===== src/rtl/pll_lock_supervisor_pkg.sv =====
// Shared FSM encoding and constant helpers for the PLL lock supervisor.
package pll_lock_supervisor_pkg;

  typedef enum logic [1:0] {
    PLL_RESET = 2'd0,
    WAIT_LOCK = 2'd1,
    STABLE    = 2'd2,
    RUN       = 2'd3
  } state_e;

  function automatic int unsigned clog2(input int unsigned v);
    int unsigned r;
    r = 0;
    for (int unsigned i = 0; i < 32; i++)
      if ((64'd1 << i) < 64'(v)) r = i + 1;
    return r;
  endfunction

  function automatic int unsigned max3(input int unsigned a, input int unsigned b,
                                       input int unsigned c);
    int unsigned m;
    m = (a > b) ? a : b;
    return (m > c) ? m : c;
  endfunction

endpackage


===== src/rtl/pll_lock_supervisor_sync.sv =====
// Flop-chain synchronizer bringing the asynchronous PLL LOCK into the reference clock domain.
module pll_lock_sync #(
  parameter int unsigned STAGES = 2
) (
  input  logic clk_i,
  input  logic reset_i,
  input  logic d_i,
  output logic q_o
);

  (* ASYNC_REG = "TRUE" *) logic [STAGES-1:0] sync_q;

  always_ff @(posedge clk_i) begin
    if (reset_i) sync_q <= '0;
    else         sync_q <= {sync_q[STAGES-2:0], d_i};
  end

  assign q_o = sync_q[STAGES-1];

endmodule


===== src/rtl/pll_lock_supervisor.sv =====
// Drives PLL RST from the reference clock, waits for stable lock, then releases the system reset.
module pll_lock_supervisor
  import pll_lock_supervisor_pkg::*;
#(
  parameter int unsigned SYNC_STAGES    = 2,
  parameter int unsigned PLL_RST_CYCLES = 16,
  parameter int unsigned LOCK_TIMEOUT   = 1000000,
  parameter int unsigned STABLE_CYCLES  = 1024,
  parameter int unsigned LOSS_CNT_W     = 8
) (
  input  logic                  clk_i,
  input  logic                  reset_i,
  input  logic                  pll_locked_i,
  input  logic                  clear_status_i,
  output logic                  pll_rst_o,
  output logic                  sys_reset_o,
  output logic                  ready_o,
  output logic                  lock_lost_o,
  output logic [LOSS_CNT_W-1:0] loss_count_o
);

  localparam int unsigned CNT_MAX = max3(PLL_RST_CYCLES, LOCK_TIMEOUT, STABLE_CYCLES);
  localparam int unsigned CNT_W   = (clog2(CNT_MAX) < 1) ? 1 : clog2(CNT_MAX);
  localparam logic [CNT_W-1:0] RST_END = CNT_W'(PLL_RST_CYCLES - 1);
  localparam logic [CNT_W-1:0] TO_END  = CNT_W'(LOCK_TIMEOUT - 1);
  localparam logic [CNT_W-1:0] STB_END = CNT_W'(STABLE_CYCLES - 1);

  logic                  locked_s;
  state_e                state_q, state_d;
  logic [CNT_W-1:0]      cnt_q, cnt_d;
  logic                  loss_ev;
  logic                  pll_rst_q, sys_reset_q, ready_q, lock_lost_q;
  logic [LOSS_CNT_W-1:0] loss_count_q;

  pll_lock_sync #(.STAGES(SYNC_STAGES)) u_sync (
    .clk_i   (clk_i),
    .reset_i (reset_i),
    .d_i     (pll_locked_i),
    .q_o     (locked_s)
  );

  always_comb begin
    state_d = state_q;
    cnt_d   = cnt_q + CNT_W'(1);
    loss_ev = 1'b0;
    case (state_q)
      PLL_RESET: if (cnt_q == RST_END) state_d = WAIT_LOCK;
      WAIT_LOCK: begin
        if (locked_s)              state_d = STABLE;
        else if (cnt_q == TO_END)  state_d = PLL_RESET;
      end
      STABLE: begin
        if (!locked_s)             state_d = WAIT_LOCK;
        else if (cnt_q == STB_END) state_d = RUN;
      end
      RUN: begin
        cnt_d = '0;
        if (!locked_s) begin
          state_d = PLL_RESET;
          loss_ev = 1'b1;
        end
      end
      default: state_d = PLL_RESET;
    endcase
    // every state change restarts the shared counter, including glitch returns to WAIT_LOCK
    if (state_d != state_q) cnt_d = '0;
  end

  always_ff @(posedge clk_i) begin
    if (reset_i) begin
      state_q      <= PLL_RESET;
      cnt_q        <= '0;
      pll_rst_q    <= 1'b1;
      sys_reset_q  <= 1'b1;
      ready_q      <= 1'b0;
      lock_lost_q  <= 1'b0;
      loss_count_q <= '0;
    end else begin
      state_q     <= state_d;
      cnt_q       <= cnt_d;
      pll_rst_q   <= (state_d == PLL_RESET);
      sys_reset_q <= (state_d != RUN);
      ready_q     <= (state_d == RUN);
      // a loss on the same edge as clear_status still records that loss
      if (loss_ev) begin
        lock_lost_q <= 1'b1;
        if (clear_status_i)        loss_count_q <= LOSS_CNT_W'(1);
        else if (loss_count_q != '1) loss_count_q <= loss_count_q + LOSS_CNT_W'(1);
      end else if (clear_status_i) begin
        lock_lost_q  <= 1'b0;
        loss_count_q <= '0;
      end
    end
  end

  assign pll_rst_o    = pll_rst_q;
  assign sys_reset_o  = sys_reset_q;
  assign ready_o      = ready_q;
  assign lock_lost_o  = lock_lost_q;
  assign loss_count_o = loss_count_q;

endmodule


===== config.mk =====
export PLATFORM = sky130hd
export DESIGN_NAME = pll_lock_supervisor
export DESIGN_NICKNAME = d
export VERILOG_FILES = /design/src/rtl/pll_lock_supervisor_pkg.sv /design/src/rtl/pll_lock_supervisor_sync.sv /design/src/rtl/pll_lock_supervisor.sv
export SDC_FILE = /design/constraint.sdc
export NUM_CORES = 1
export LEC_CHECK = 0
export CAP_MARGIN = 20
export CORE_ASPECT_RATIO = 1.1
export CORE_UTILIZATION = 41
export CTS_CLUSTER_DIAMETER = 150
export CTS_CLUSTER_SIZE = 16
export DETAILED_ROUTE_END_ITERATION = 7
export GPL_TIMING_DRIVEN = 0
export PLACE_DENSITY_LB_ADDON = 0.05
export SYNTH_ARGS = -nofsm -noshare
export SYNTH_HDL_FRONTEND = slang
export SYNTH_HIERARCHICAL = 1
export SYNTH_SLANG_ARGS = --single-unit
export TNS_END_PERCENT = 20

===== constraint.sdc =====
create_clock -name clk_i -period 2.3 [get_ports clk_i]
set_input_delay 0.46 -clock clk_i [delete_from_list [all_inputs] [get_ports clk_i]]
set_output_delay 0.46 -clock clk_i [all_outputs]
set_load 0.02 [all_outputs]

==> results.yml <==
synth:
  syn_avg_cell_area_um2: 8.85
  synth_area_um2: 1620
  ys_top_cells_by_area: "dfxtp_1 (44%), nor2_1 (7.9%), xor2_1 (6.5%), xnor2_1 (4.9%), nand3_1 (3.4%)"
  yosys_warnings: 6
  ys_dominant_reg_cell: "dfxtp_1"
  synth_top_cell_by_area: "dfxtp_1"
  ys_ff_latch: 36
  synth_cell_types: 37
  synthCells: 183
  synthDominantCellAreaShare_pct: 44.5
  synth_nets: 189
  synth_commonest_cells: "dfxtp_1 (36), nor2_1 (34), xor2_1 (12), nand2_1 (11), nand3_1 (11)"
  ys_seq_area_share_pct: 44.5
  async_flop_share_pct: 0
  synth_edf_count: 0
  synth_most_common_cell: "dfxtp_1"
cts:
  cts_inserted_buffers: 5
  worstSkewPairLatency_ns: 0.28
  htreeDepth: 2
  cts_setup_buffers: 0
  cts_tree: "built"
  cts_resized: 0
  clkTransAtPathRegs_ns: 0.07
  holdBufCountCts: 0
  cts_root_buf: "clkbuf_8"
  cts.sink_count: 36
  clockBufferDepth: 2
global_routing:
  grt_pass1_vias: 1237
  overflow: 0
  grtUsageMet3_pct: 5.67
  grt_max_degree: 11
  grt.busiest_layer: "met2"
  grt.total_usage_pct: 17.8
  met2_usage_pct: 30.6
  grt_pass1_wl_um: 5380
  antenna_found_initial: 0
  grtUsageMet1_pct: 19.3
die:
  initial_core_util_pct: 43.6
  die_area_um2: 4210
  die_w_um: 61.9
  core_area_um2: 3710
  io_pins: 16
  row_count: 23
  fp.dieH_um: 67.9
power_and_ir_drop:
  p_per_area_nw_per_um2: 581
  p_leak_nw: 0.706
  total_power_mw: 1.12
  ir_drop_v: 0.000407
worst_setup_path:
  crit_required_ns: 2.47
  path_max_fanout: 10
  critPathCaptureType: "flop"
  cp.arrival_ns: 2.12
  crit_type: "reg2reg"
  startpoint_type: "flop"
layout:
  stdcell_area_um2: 1920
  diodes: 0
  stdcell_count: 256
  nets: 211
  seq_area_um2: 721
  drive_above_1_share_pct: 9.22
  nFillCells: 358
  multi_input_area_um2: 841
  syn2layout_area_growth_pct: 18.7
  fin_util_pct: 51.8
place:
  placed_area_um2: 1830
  post-place-ws_ns: 0.356
  dp_cells: 248
  dp_hpwl_um: 2270
  port_buffers: 15
  place.gp.congestion: 0.801
routing:
  wire_per_inst_um: 12.0
  drc: 0
  wl_um: 3070
  vias: 1311
  dr.pass1.iters: 4
  ant_nets: 0
  drtIter0Drc: 63
  via_per_inst: 5.12
timing:
  tns_ns: 0
  period_share_pct: 84.9
  hold_viol_final: 0
  rsz0062_at_grt: "no"
  slew_headroom_pct: 39.3
  period_needed_ns: 1.95
  worst_pin_slew_ns: 0.902
  setup_slack_ns: 0.348
  fin_skew_ns: 0.00137
  drv_slew: 0
  fmax_mhz: 512
  whs_ns: 0.451
  finalSetupViolCount: 0
outcome:
  outcome: "complete, no violations"
flow_run:
  maxCapViolCount: 0
min_path:
  hp-class: "reg2reg"
==> logic make-up after synthesis <==
| kind of cell | after synthesis | synth area share, % |
|---|---|---|
| xor+xnor | 21 | 11.4 |
| fa+ha+maj | 2 | 1.54 |
| simple gates | 91 | 29.6 |
| compound gates | 20 | 9.42 |
| buf+inv | 13 | 3.63 |
| flops | 36 | 44.5 |
==> per-layer routing <==
metal	vias to the layer above	wire length, um
li1	682	-
met4	0	61
met2	16	1510
met5	-	0
met1	607	1410
met3	6	87
==> area by class of cell <==
type | instances | share of cell area (%)
Multi-Input combinational cell | 134 | 43.7
Sequential cell | 36 | 37.5
Timing Repair Buffer | 15 | 7.81
Clock buffer | 8 | 4.68
Tap cell | 50 | 3.25
Inverter | 10 | 1.95
Buffer | 3 | 1.11
==> final timing paths <==
check,startpoint,to,slack [ns],cells after the start
worst max-delay path,cnt_q[0]$_SDFF_PP0_,cnt_q[16]$_SDFF_PP0_,0.35,6
worst min-delay path,u_sync/sync_q[0]$_SDFF_PP0_,u_sync/sync_q[1]$_SDFF_PP0_,0.45,1
worst max register to register,cnt_q[0]$_SDFF_PP0_,cnt_q[16]$_SDFF_PP0_,0.35,6
worst min register to register,u_sync/sync_q[0]$_SDFF_PP0_,u_sync/sync_q[1]$_SDFF_PP0_,0.45,1
==> registers in the layout, indices dropped and copies added (netlist names) <==
name           flops
cnt_q             20
loss_count_o       8
state_q            2
u_sync/sync_q      2
lock_lost_o        1
pll_rst_o          1
ready_o            1
sys_reset_o        1
==> layout by cell type, fill, tap and decap left out, types with 2 or more instances in the layout <==
cell type        instances
nand4_1                  7
xor2_1                  12
nor3_1                   5
a31oi_1                  2
nor2b_1                  2
inv_1                   10
a21oi_1                  5
nor2_1                  34
a31o_2                   2
clkdlybuf4s50_1         15
ha_1                     2
clkbuf_8                 6
or3_1                    2
xnor2_1                  9
nor4_1                   3
dfxtp_1                 36
nand2_1                 11
and3_1                   5
clkbuf_1                 2
nand3_1                 11
and4_1                   4
and3_2                   2
o21ai_0                  2
==> critical path, stage by stage (launching register included) <==
cell and delay [ns]:
dfxtp_1 0.37, ha_1 0.19, nand3_1 0.26, nor4_1 0.45, a31o_2 0.27, buf_2 0.22
nor2_1 0.07
==> report_power, final <==
part / internal (mW) / switching, mW / total, mW / leakage (nW)
logic: 0.0148 / 0.0181 / 0.0329 / 0.370
registers: 0.630 / 0.00439 / 0.634 / 0.291
clock network: 0.244 / 0.207 / 0.451 / 0.0455
(Power assumes the default switching activity.)
